<file path="src/rtl/regfile_wb_arbiter_pkg.sv">
// Shared widths and defaults for the register-file writeback arbiter.
// Register address/data bus types plus requester count and grant id width.
package regfile_wb_arbiter_pkg;

  localparam int REG_ADDR_W = 5;
  localparam int REG_DATA_W = 32;
  localparam int NUM_REQ    = 3;
  localparam int ID_W       = 2;

  typedef logic [REG_ADDR_W-1:0] RegAddressBus;
  typedef logic [REG_DATA_W-1:0] RegBus;

endpackage

</file>
<file path="src/rtl/regfile_wb_arbiter_rr_arbiter.sv">
// Round-robin arbiter: searches valid from ptr, wrapping modulo N.
// Ports: valid/ptr in; one-hot grant, grant index and any-valid out.
module rr_arbiter #(
  parameter int N  = 3,
  parameter int IW = 2
) (
  input  logic [N-1:0]  valid,
  input  logic [IW-1:0] ptr,
  output logic [N-1:0]  grant,
  output logic [IW-1:0] idx,
  output logic          any
);

  // Walk from the farthest slot back to ptr so the
  // nearest valid requester is the last one written.
  always_comb begin
    int j;
    j     = 0;
    grant = '0;
    idx   = '0;
    any   = |valid;
    for (int k = N - 1; k >= 0; k--) begin
      j = int'(ptr) + k;
      if (j >= N) j = j - N;
      if (valid[j]) begin
        grant    = '0;
        grant[j] = 1'b1;
        idx      = IW'(j);
      end
    end
  end

endmodule

</file>
<file path="src/rtl/regfile_wb_arbiter.sv">
// Round-robin share of the register-file write port between writeback
// sources; winner is registered onto write_* one cycle after accept.
// Ports: clk_in, rst_n_in (async low), rdy_in (freeze), req_valid/
// req_ready/req_addr/req_data per requester, write_enable/address/data,
// grant_id. Macro REGFILE_SCOREBOARD_EN adds the busy scoreboard ports
// busy_set_en/busy_set_addr/flush_in/q1_addr/q2_addr/q1_busy/q2_busy.
module regfile_wb_arbiter
  import regfile_wb_arbiter_pkg::*;
#(
  parameter int NUM_REQ = regfile_wb_arbiter_pkg::NUM_REQ,
  parameter int ADDR_W  = REG_ADDR_W,
  parameter int DATA_W  = REG_DATA_W,
  parameter int ID_W    = regfile_wb_arbiter_pkg::ID_W
) (
  input  logic                      clk_in,
  input  logic                      rst_n_in,
  input  logic                      rdy_in,
  input  logic [NUM_REQ-1:0]        req_valid,
  output logic [NUM_REQ-1:0]        req_ready,
  input  logic [NUM_REQ*ADDR_W-1:0] req_addr,
  input  logic [NUM_REQ*DATA_W-1:0] req_data,
  output logic                      write_enable,
  output logic [ADDR_W-1:0]         write_address,
  output logic [DATA_W-1:0]         write_data,
  output logic [ID_W-1:0]           grant_id
`ifdef REGFILE_SCOREBOARD_EN
  ,
  input  logic                      busy_set_en,
  input  logic [ADDR_W-1:0]         busy_set_addr,
  input  logic                      flush_in,
  input  logic [ADDR_W-1:0]         q1_addr,
  input  logic [ADDR_W-1:0]         q2_addr,
  output logic                      q1_busy,
  output logic                      q2_busy
`endif
);

  logic [ID_W-1:0]    rr_ptr;
  logic [NUM_REQ-1:0] win_grant;
  logic [ID_W-1:0]    win_idx;
  logic               win_any;
  logic               accept;
  logic [ADDR_W-1:0]  sel_addr;
  logic [DATA_W-1:0]  sel_data;
  logic [ID_W-1:0]    ptr_nxt;

  rr_arbiter #(
    .N  (NUM_REQ),
    .IW (ID_W)
  ) u_rr (
    .valid (req_valid),
    .ptr   (rr_ptr),
    .grant (win_grant),
    .idx   (win_idx),
    .any   (win_any)
  );

  assign accept    = rdy_in && win_any;
  assign req_ready = rdy_in ? win_grant : '0;

  always_comb begin
    sel_addr = '0;
    sel_data = '0;
    for (int i = 0; i < NUM_REQ; i++) begin
      if (win_grant[i]) begin
        sel_addr = req_addr[i*ADDR_W +: ADDR_W];
        sel_data = req_data[i*DATA_W +: DATA_W];
      end
    end
  end

  always_comb begin
    int n;
    n = int'(win_idx) + 1;
    if (n >= NUM_REQ) n = 0;
    ptr_nxt = ID_W'(n);
  end

  always_ff @(posedge clk_in or negedge rst_n_in) begin
    if (!rst_n_in) begin
      rr_ptr <= '0;
    end else if (accept) begin
      rr_ptr <= ptr_nxt;
    end
  end

  // Address 0 is accepted but never strobed into the file.
  always_ff @(posedge clk_in or negedge rst_n_in) begin
    if (!rst_n_in) begin
      write_enable  <= 1'b0;
      write_address <= '0;
      write_data    <= '0;
      grant_id      <= '0;
    end else if (rdy_in) begin
      write_enable <= accept && (sel_addr != '0);
      if (accept) begin
        write_address <= sel_addr;
        write_data    <= sel_data;
        grant_id      <= win_idx;
      end
    end
  end

`ifdef REGFILE_SCOREBOARD_EN
  localparam int NREG = 1 << ADDR_W;

  logic [NREG-1:0] busy;
  logic [NREG-1:0] busy_nxt;

  // Set beats the same-cycle clear; flush beats both.
  always_comb begin
    busy_nxt = busy;
    if (write_enable) busy_nxt[write_address] = 1'b0;
    if (busy_set_en && busy_set_addr != '0)
      busy_nxt[busy_set_addr] = 1'b1;
    if (flush_in) busy_nxt = '0;
    busy_nxt[0] = 1'b0;
  end

  always_ff @(posedge clk_in or negedge rst_n_in) begin
    if (!rst_n_in) begin
      busy <= '0;
    end else if (rdy_in) begin
      busy <= busy_nxt;
    end
  end

  // The write retiring this cycle is bypassed so decode
  // does not stall on a register being written right now.
  function automatic logic q_busy(input logic [ADDR_W-1:0] a);
    return rdy_in && (a != '0) && busy[a] &&
           !(write_enable && write_address == a);
  endfunction

  assign q1_busy = q_busy(q1_addr);
  assign q2_busy = q_busy(q2_addr);
`endif

endmodule

</file>
<file path="config.mk">
export PLATFORM = sky130hd
export DESIGN_NAME = regfile_wb_arbiter
export DESIGN_NICKNAME = d
export VERILOG_FILES = /design/src/rtl/regfile_wb_arbiter_pkg.sv /design/src/rtl/regfile_wb_arbiter_rr_arbiter.sv /design/src/rtl/regfile_wb_arbiter.sv
export SDC_FILE = /design/constraint.sdc
export NUM_CORES = 1
export LEC_CHECK = 0
export CAP_MARGIN = 15
export CORE_MARGIN = 2
export CORE_UTILIZATION = 41
export CTS_BUF_LIST = sky130_fd_sc_hd__clkbuf_8
export DETAILED_ROUTE_END_ITERATION = 10
export PLACE_DENSITY = 0.88
export SLEW_MARGIN = 20
export SYNTH_ARGS = -nofsm -noshare
export SYNTH_HDL_FRONTEND = slang
export SYNTH_SLANG_ARGS = --single-unit
</file>
<file path="constraint.sdc">
create_clock -name clk_in -period 3.9 [get_ports clk_in]
set_input_delay 0.975 -clock clk_in [delete_from_list [all_inputs] [get_ports clk_in]]
set_output_delay 0.975 -clock clk_in [all_outputs]
set_load 0.05 [all_outputs]
</file>
==> results_dict.tcl, run 1 <==
set metrics [dict create \
    status "completed" \
    clock_latency_ns 0.29 \
    synth_cells 273 \
    num_vias 2740 \
    synth_common_cells "64 x o21ai_1, 46 x nand2_1, 42 x dfrtp_1" \
    synth_area_leaders "dfrtp_1 41%, a221o_1 13%, o21ai_1 13%" \
    vdd_drop_max_mv 0.632 \
    cts-root-buf "clkbuf_8" \
    power_frac_clock_pct 6.6 \
    die_w_um 82.9 \
    p_comb_share_pct 76.2 \
    grt_pass1_wl_um 14000 \
    postCtsSetupBuffers 0 \
    clock_path_buffers 2 \
    placed_cell_area_mm2 0.00421 \
    clock_sinks 42 \
    core_mm2 0.00596 \
    syn_area_mm2 0.00255 \
    swShare_pct 51.4 \
    hold_buffers 0 \
    min_path_type "reg -> reg" \
    htreeDepth 2 \
    avgSynthCellArea_um2 9.35 \
    remaining_drc_errors 0 \
    design_area_mm2 0.00431 \
    finalSetupTns_ns 0 \
    diodes 0 \
    tightest_slew_ns 1.07 \
    synth-seq-area-share_pct 41.2 \
    maxCapViolCount 0 \
    routabilityCongestion 0.845 \
    area_delta_synth_final_pct 68.6 \
    antenna_found_initial 0 \
    synthesis.nets 394 \
    grtUsageTotal_pct 24.4 \
    synth_edf_count 0 \
    holdWs_ns 0.488 \
    slew-limit-headroom_pct 28.6 \
    timing.final.setup_violations 0 \
    synth_seq_cells 42 \
    power.leakage_nw 1.73 \
    crit_required_ns 2.92 \
    dp_hpwl_um 6300 \
    powerDensity_mw_per_mm2 995 \
    p_int_w 0.00208 \
    io_buffers 159 \
    yosys_warnings 0 \
    drtPass1Iterations 4 \
    overflow 0 \
    cts_resized 0 \
    crit_arrival_ns 2.77 \
    die_y_um 82.9 \
    yosysMostFrequentCell "o21ai_1" \
    async_flop_share_pct 100 \
    rows 28 \
    grt_max_degree 43 \
    switching_power_w 0.00220 \
    ios 160 \
    dp.cells 492 \
    period_minus_slack_ns 3.74 \
    clkSlewWorstSetupHoldPaths_ns 0.08 \
    drv_slew 0 \
    grt_pass1_vias 2819 \
    wirelength_um 8210 \
    rsz0062_at_grt "false" \
    instances_no_fill 500 \
    fmax_ghz 0.267 \
    die-area_mm2 0.00688 \
    synth_flop_cell "dfrtp_1" \
    viasPerCell 5.48 \
    tritoncts "done" \
    cts_buffers 5 \
    fin_nets 545 \
    drtIter0Drc 81 \
    hold_viol_final 0 \
    skew_ns 0.00613 \
    start_util_pct 42.9 \
    yosysUniqueCellTypes 41 \
    worst_setup_path_end_kind "output pin" \
    cp-start-kind "input pin" \
    path_max_fanout 8 \
    power_frac_seq_pct 17.2 \
    wl_per_cell_um 16.4 \
    critPathKind "in -> out" \
    layout-drive-gt1-share_pct 8.71 \
    final_antenna_net_count 0 \
    yosys.area.top_type_share_pct 41.2 \
    fin_crit_sh_pct 96.0 \
    yosysTopAreaCell "dfrtp_1" \
]
-- cell usage in the layout, fill, tap and decap left out, types with 2 or more instances in the layout --
| cell | Yosys | final |
|---|---|---|
| o21ai_0 | 2 | 2 |
| nor2_1 | 6 | 6 |
| buf_4 | 2 | 9 |
| o22a_1 | 2 | 2 |
| ha_1 | 4 | 4 |
| nand2b_1 | 4 | 4 |
| mux2_2 | 2 | 2 |
| o211ai_1 | 2 | 2 |
| a21oi_1 | 2 | 2 |
| o31ai_1 | 5 | 4 |
| o21ai_1 | 64 | 64 |
| nand2_1 | 46 | 46 |
| and2_1 | 3 | 3 |
| clkbuf_8 | 0 | 6 |
| a221oi_2 | 4 | 4 |
| dfrtp_1 | 42 | 42 |
| buf_12 | 0 | 3 |
| o21bai_1 | 2 | 2 |
| inv_1 | 5 | 6 |
| clkdlybuf4s50_1 | 0 | 154 |
| a221o_1 | 33 | 33 |
| o31ai_4 | 1 | 2 |
| nand3b_1 | 2 | 2 |
-- power by group through the flow --
stage / Combinational [W] / Clock (W) / Sequential [W]
floorplan: 0.00173 / 0 / 0.00137
global placement: 0.00322 / 0 / 0.000732
detailed placement: 0.00328 / 0 / 0.000747
CTS: 0.00329 / 0.000293 / 0.000739
global route: 0.00350 / 0.000316 / 0.000765
finish: 0.00327 / 0.000282 / 0.000737
-- critical path, stage by stage --
cell             delay (ns)
clkdlybuf4s50_1        0.61
mux2i_2                0.13
o21ai_4                0.32
mux2_2                 0.39
and2_1                 0.19
buf_12                 0.15
-- layer usage --
| layer | GRT usage [%] | part of all wire, % |
|---|---|---|
| met5 | 0 | 0 |
| met4 | 5.37 | 1.1 |
| met3 | 6.36 | 6.7 |
| met2 | 42.2 | 50 |
| met1 | 30.6 | 42 |
-- flip-flops by register name (all words and copies together) (netlist names) --
register,flops
write_data,32
write_address,5
grant_id,2
rr_ptr,2
write_enable,1
-- cell type report --
type,count,area (um2)
multi-input cells,202,1360
well taps,75,93.8
clock inverters,2,8.76
fillers,484,1650
inverters,5,18.8
repair buffers,168,1690
clock buffers,6,82.6
flip-flops and latches,42,1050
-- per-stage QoR --
| step | util (%) | power [W] | worst slack [ns] |
|---|---|---|---|
| floorplan | - | 0.00310 | 0.183 |
| global placement | 70.7 | 0.00395 | 0.127 |
| detailed placement | 70.7 | 0.00403 | 0.0984 |
| CTS | 72.2 | 0.00432 | 0.0984 |
| global route | 72.3 | 0.00458 | 0.0650 |
| finish | 72.3 | 0.00428 | 0.156 |
-- kinds of logic after synthesis --
group,share of synthesized area (%)
AOI/OAI and AO/OA,36.5
buffers and inverters,6.47
DFF,41.2
adders and majority gates,1.96
muxes,2.20
and+or+nand+nor,11.8
-- path summary, 6_finish.rpt --
kind | start | to | cells past startpoint | slack [ns]
worst max-delay path | req_valid[0] | req_ready[1] | 6 | 0.16
worst min-delay path | write_address[1] | write_address[1] | 2 | 0.49
worst max register to register | rr_ptr[1] | write_data[15] | 10 | 0.87
worst min register to register | write_address[1] | write_address[1] | 2 | 0.49
max in group asynchronous | rst_n_in | write_data[13] | 1 | 2.52
min in group asynchronous | rst_n_in | write_data[1] | 1 | 0.81
No activity file was read; power rests on OpenSTA's default activity.
==> run 2: changes to the inputs <==
- CORE_ASPECT_RATIO: unset -> 1.1
==> results_dict.tcl, run 2 (synthesis gave the netlist of run 1 again) <==
set metrics [dict create \
    viasPerCell 5.54 \
    status "completed" \
    switching_power_w 0.00220 \
    timing.final.setup_violations 0 \
    core_mm2 0.00608 \
    rr_startpoint "rr_ptr[0]" \
    die-area_mm2 0.00688 \
    grtUsageTotal_pct 23.8 \
    tightest_slew_ns 0.913 \
    layout-drive-gt1-share_pct 8.51 \
    cts_resized 0 \
    cts-root-buf "clkbuf_8" \
    reg_top3 "write_data (32), write_address (5)" \
    fillCellCount 472 \
    hold_viol_final 0 \
    slew-limit-headroom_pct 39.1 \
    clock_latency_ns 0.29 \
    ios 160 \
    worstHoldEndpoint "grant_id[1]" \
    critPathKind "in -> out" \
    drtIter0Drc 133 \
    fmax_ghz 0.286 \
    io_buffers 159 \
    cp-start-kind "input pin" \
    finalSetupTns_ns 0 \
    final_antenna_net_count 0 \
    multi_input_area_mm2 0.00136 \
    htreeDepth 2 \
    tritoncts "done" \
    diodes 0 \
    postCtsSetupBuffers 0 \
    path_max_fanout 6 \
    power.leakage_nw 1.74 \
    power_frac_seq_pct 17.1 \
    swShare_pct 51.5 \
    grt_max_degree 46 \
    placed_cell_area_mm2 0.00420 \
    top_register "write_data" \
    power_frac_clock_pct 6.8 \
    grt_pass1_wl_um 13000 \
    crit_required_ns 2.92 \
    wl_per_cell_um 16.3 \
    dp_hpwl_um 6260 \
    grt_pass1_vias 2794 \
    worst-r2r-setup-slack_ns 0.83 \
    vdd_drop_max_mv 0.635 \
    min-delay-start "grant_id[1]" \
    layout.cells.most_common_list "152 x clkdlybuf4s50_1, 64 x o21ai_1, 46 x nand2_1" \
    p_comb_share_pct 76.1 \
    area_delta_synth_final_pct 68.6 \
    die_w_um 79.3 \
    whs_path_depth 2 \
    overflow 0 \
    rows 30 \
    worst_setup_path_end_kind "output pin" \
    wirelength_um 8210 \
    remaining_drc_errors 0 \
    num_vias 2787 \
    antenna_found_initial 0 \
    routabilityCongestion 0.883 \
    hold_buffers 0 \
    cts_buffers 5 \
    regArea_mm2 0.00105 \
    powerDensity_mw_per_mm2 993 \
    largest_reg_flops 32 \
    p_int_w 0.00207 \
    clock_path_buffers 2 \
    rr_worst_depth 10 \
    period_minus_slack_ns 3.50 \
    r2r_end "write_enable" \
    die_y_um 86.8 \
    drtPass1Iterations 4 \
    clkSlewWorstSetupHoldPaths_ns 0.07 \
    fin_nets 543 \
    fin_crit_sh_pct 89.6 \
    final_common_cell "clkdlybuf4s50_1" \
    drv_slew 0 \
    min_path_type "reg -> reg" \
    clock_sinks 42 \
    maxCapViolCount 0 \
    skew_ns 0.00743 \
    crit_arrival_ns 2.52 \
    rsz0062_at_grt "false" \
    design_area_mm2 0.00431 \
    start_util_pct 42.0 \
]
==> run 2: cell type report <==
| cell class | instances | area share (%) |
|---|---|---|
| Multi-Input combinational cell | 202 | 31.7 |
| Timing Repair Buffer | 166 | 38.9 |
| Inverter | 5 | 0.436 |
| Clock buffer | 6 | 1.92 |
| Clock inverter | 2 | 0.291 |
| Sequential cell | 42 | 24.4 |
| Tap cell | 80 | 2.32 |
==> run 2: worst max-delay path, cell delays in order <==
cell and delay [ns]:
dlymetal6s2s_1 0.29, nand2b_1 0.13, o211ai_1 0.21, nand3_2 0.14, or2_2 0.31, a21boi_0 0.19
buf_4 0.16, buf_12 0.12
==> run 2: worst max path at each step <==
| stage | from | slack (ns) | end | depth (start not counted) |
|---|---|---|---|---|
| after floorplan | req_valid[2] | 0.18 | req_ready[0] | 5 |
| after global placement | req_valid[2] | 0.07 | req_ready[0] | 8 |
| after detailed placement | req_valid[2] | 0.04 | write_enable | 9 |
| after CTS | req_valid[2] | 0.04 | req_ready[0] | 8 |
| after global routing | req_valid[2] | 0.31 | req_ready[0] | 8 |
| final | req_valid[2] | 0.40 | req_ready[0] | 8 |
==> run 2: power by group through the flow <==
stage	clock network (W)	logic [W]	registers (W)
2_1_floorplan	0	0.00173	0.00137
3_3_place_gp	0	0.00318	0.000732
3_5_place_dp	0	0.00326	0.000744
4_1_cts	0.000299	0.00327	0.000734
5_1_grt	0.000318	0.00350	0.000758
6_report	0.000289	0.00326	0.000732
==> run 2: per-layer routing <==
layer	share of wire (%)	global-route usage (%)	wire length, um	up-vias
li1	-	-	-	1328
met1	39	28.2	3240	1306
met2	50	43.0	4140	135
met3	8.0	5.00	656	18
met4	2.2	7.84	182	0
met5	0	0	0	-
==> run 2: metrics by stage <==
| step | power (W) | cells | utilization (%) | hold slack (ns) | setup slack, ns |
|---|---|---|---|---|---|
| 2_1_floorplan | 0.00310 | 273 | - | 0.497 | 0.183 |
| 3_3_place_gp | 0.00391 | 495 | 69.1 | 0.461 | 0.0658 |
| 3_5_place_dp | 0.00401 | 495 | 69.1 | 0.463 | 0.0421 |
| 4_1_cts | 0.00430 | 503 | 70.7 | 0.481 | 0.0434 |
| 5_1_grt | 0.00457 | 503 | 70.8 | 0.514 | 0.309 |
| 6_report | 0.00428 | 503 | 70.8 | 0.476 | 0.405 |
==> run 3: changes to the inputs <==
- CORE_MARGIN: 2 -> unset
- CORE_UTILIZATION: 41 -> 40
- CTS_BUF_LIST: sky130_fd_sc_hd__clkbuf_8 -> unset
- PLACE_DENSITY: 0.88 -> 0.86
==> results_dict.tcl, run 3 (synthesis gave the netlist of run 1 again) <==
set metrics [dict create \
    grt_max_degree 43 \
    p_comb_share_pct 76.3 \
    multi_input_area_mm2 0.00136 \
    overflow 0 \
    cpMaxStageDelayCell "clkdlybuf4s50_1" \
    worstSetupEndpoint "req_ready[0]" \
    dp.cells 498 \
    ios 160 \
    grtUsageTotal_pct 25.3 \
    worst-r2r-setup-slack_ns 0.91 \
    diodes 0 \
    cp-start-kind "input pin" \
    layout-drive-gt1-share_pct 9.15 \
    switching_power_w 0.00222 \
    crit_required_ns 2.92 \
    finalSetupTns_ns 0 \
    power_frac_clock_pct 6.7 \
    fillCellCount 511 \
    fin_nets 546 \
    rows 30 \
    final_common_cell "clkdlybuf4s50_1" \
    die_w_um 78.2 \
    min_path_type "reg -> reg" \
    r2r_end "write_data[17]" \
    core_mm2 0.00616 \
    instances_no_fill 506 \
    finalPower_w 0.00429 \
    die-area_mm2 0.00671 \
    path_max_fanout 5 \
    path_cells "clkdlybuf4s50_1, nand2b_1, o211ai_1, nand3_2, or2_2, a21boi_1, buf_4, buf_12" \
    rr_worst_depth 10 \
    tightest_slew_ns 0.973 \
    antenna_found_initial 0 \
    tritoncts "done" \
    rsz0062_at_grt "false" \
    p_int_w 0.00207 \
    skew_ns 0.00788 \
    hold_buffers 0 \
    power.leakage_nw 1.73 \
    cts_buffers 5 \
    swShare_pct 51.8 \
    crit_arrival_ns 2.79 \
    reg_top3 "write_data (32), write_address (5)" \
    fmax_ghz 0.266 \
    fin_crit_sh_pct 96.4 \
    slew-limit-headroom_pct 35.1 \
    drtIter0Drc 172 \
    largest_reg_flops 32 \
    worst_setup_path_end_kind "output pin" \
    die_y_um 85.8 \
    cts-root-buf "clkbuf_8" \
    critPathKind "in -> out" \
    holdWs_ns 0.478 \
    wl_per_cell_um 16.2 \
    hold_viol_final 0 \
    timing.final.setup_violations 0 \
    io_buffers 159 \
    grt_pass1_vias 2704 \
    status "completed" \
    num_vias 2730 \
    remaining_drc_errors 0 \
    drv_slew 0 \
    whs_path_depth 2 \
    grt_pass1_wl_um 13200 \
    top_register "write_data" \
    start_util_pct 41.5 \
    postCtsSetupBuffers 0 \
    slowest_delay_ns 0.58 \
    layout.cells.most_common_list "154 x clkdlybuf4s50_1, 64 x o21ai_1, 46 x nand2_1" \
    regArea_mm2 0.00105 \
    powerDensity_mw_per_mm2 993 \
    power_frac_seq_pct 17.1 \
    cp-startpoint "req_valid[2]" \
    cts_resized 0 \
    routabilityCongestion 0.827 \
    vdd_drop_max_mv 0.706 \
    clock_path_buffers 2 \
    final_util_pct 70.2 \
    drtPass1Iterations 4 \
    wirelength_um 8220 \
    period_minus_slack_ns 3.76 \
    htreeDepth 2 \
    clock_sinks 42 \
    viasPerCell 5.40 \
    final_antenna_net_count 0 \
    dp_hpwl_um 6260 \
    area_delta_synth_final_pct 69.2 \
    clkSlewWorstSetupHoldPaths_ns 0.08 \
    clock_latency_ns 0.29 \
    rr_startpoint "rr_ptr[0]" \
    maxCapViolCount 0 \
]
run 3: how the worst min path moves through the flow:
stage	from	endpoint	slack, ns
6_report	grant_id[0]	grant_id[0]	0.48
5_1_grt	write_data[28]	write_data[28]	0.51
4_1_cts	grant_id[0]	grant_id[0]	0.48
3_5_place_dp	grant_id[0]	grant_id[0]	0.46
3_3_place_gp	write_address[3]	write_address[3]	0.46
2_1_floorplan	rr_ptr[1]	rr_ptr[1]	0.50
run 3: layer usage:
| metal | vias up | global-route usage (%) | wire, um |
|---|---|---|---|
| met2 | 117 | 44.4 | 4150 |
| met3 | 12 | 6.60 | 662 |
| met4 | 0 | 7.74 | 146 |
| li1 | 1331 | - | - |
| met1 | 1270 | 30.1 | 3260 |
| met5 | - | 0 | 0 |
run 3: worst max-delay path, delay by kind of cell:
family,cells,cell delay [ns]
AO/OA/AOI/OAI,2,0.40
buffers and inverters,3,0.86
AND/OR/NAND/NOR,3,0.54
run 3: final cells by class:
cell class / instances / area share, %
Tap cell: 80 / 2.32
Inverter: 5 / 0.434
Timing Repair Buffer: 169 / 39.2
Clock buffer: 5 / 1.59
Clock inverter: 3 / 0.579
Sequential cell: 42 / 24.3
Multi-Input combinational cell: 202 / 31.6
run 3: stage by stage:
| step | setup WS, ns | cell area (um2) |
|---|---|---|
| finish | 0.139 | 4320 |
| CTS | 0.00697 | 4320 |
| detailed placement | 0.0169 | 4230 |
| global route | 0.0462 | 4320 |
| global placement | 0.163 | 4230 |
| floorplan | 0.183 | 2550 |
run 3: power by group through the flow:
stage	clock [W]	sequential (W)	combinational, W
floorplan	0	0.00137	0.00173
global route	0.000315	0.000756	0.00351
global placement	0	0.000731	0.00321
detailed placement	0	0.000744	0.00328
finish	0.000286	0.000732	0.00327
CTS	0.000294	0.000734	0.00328
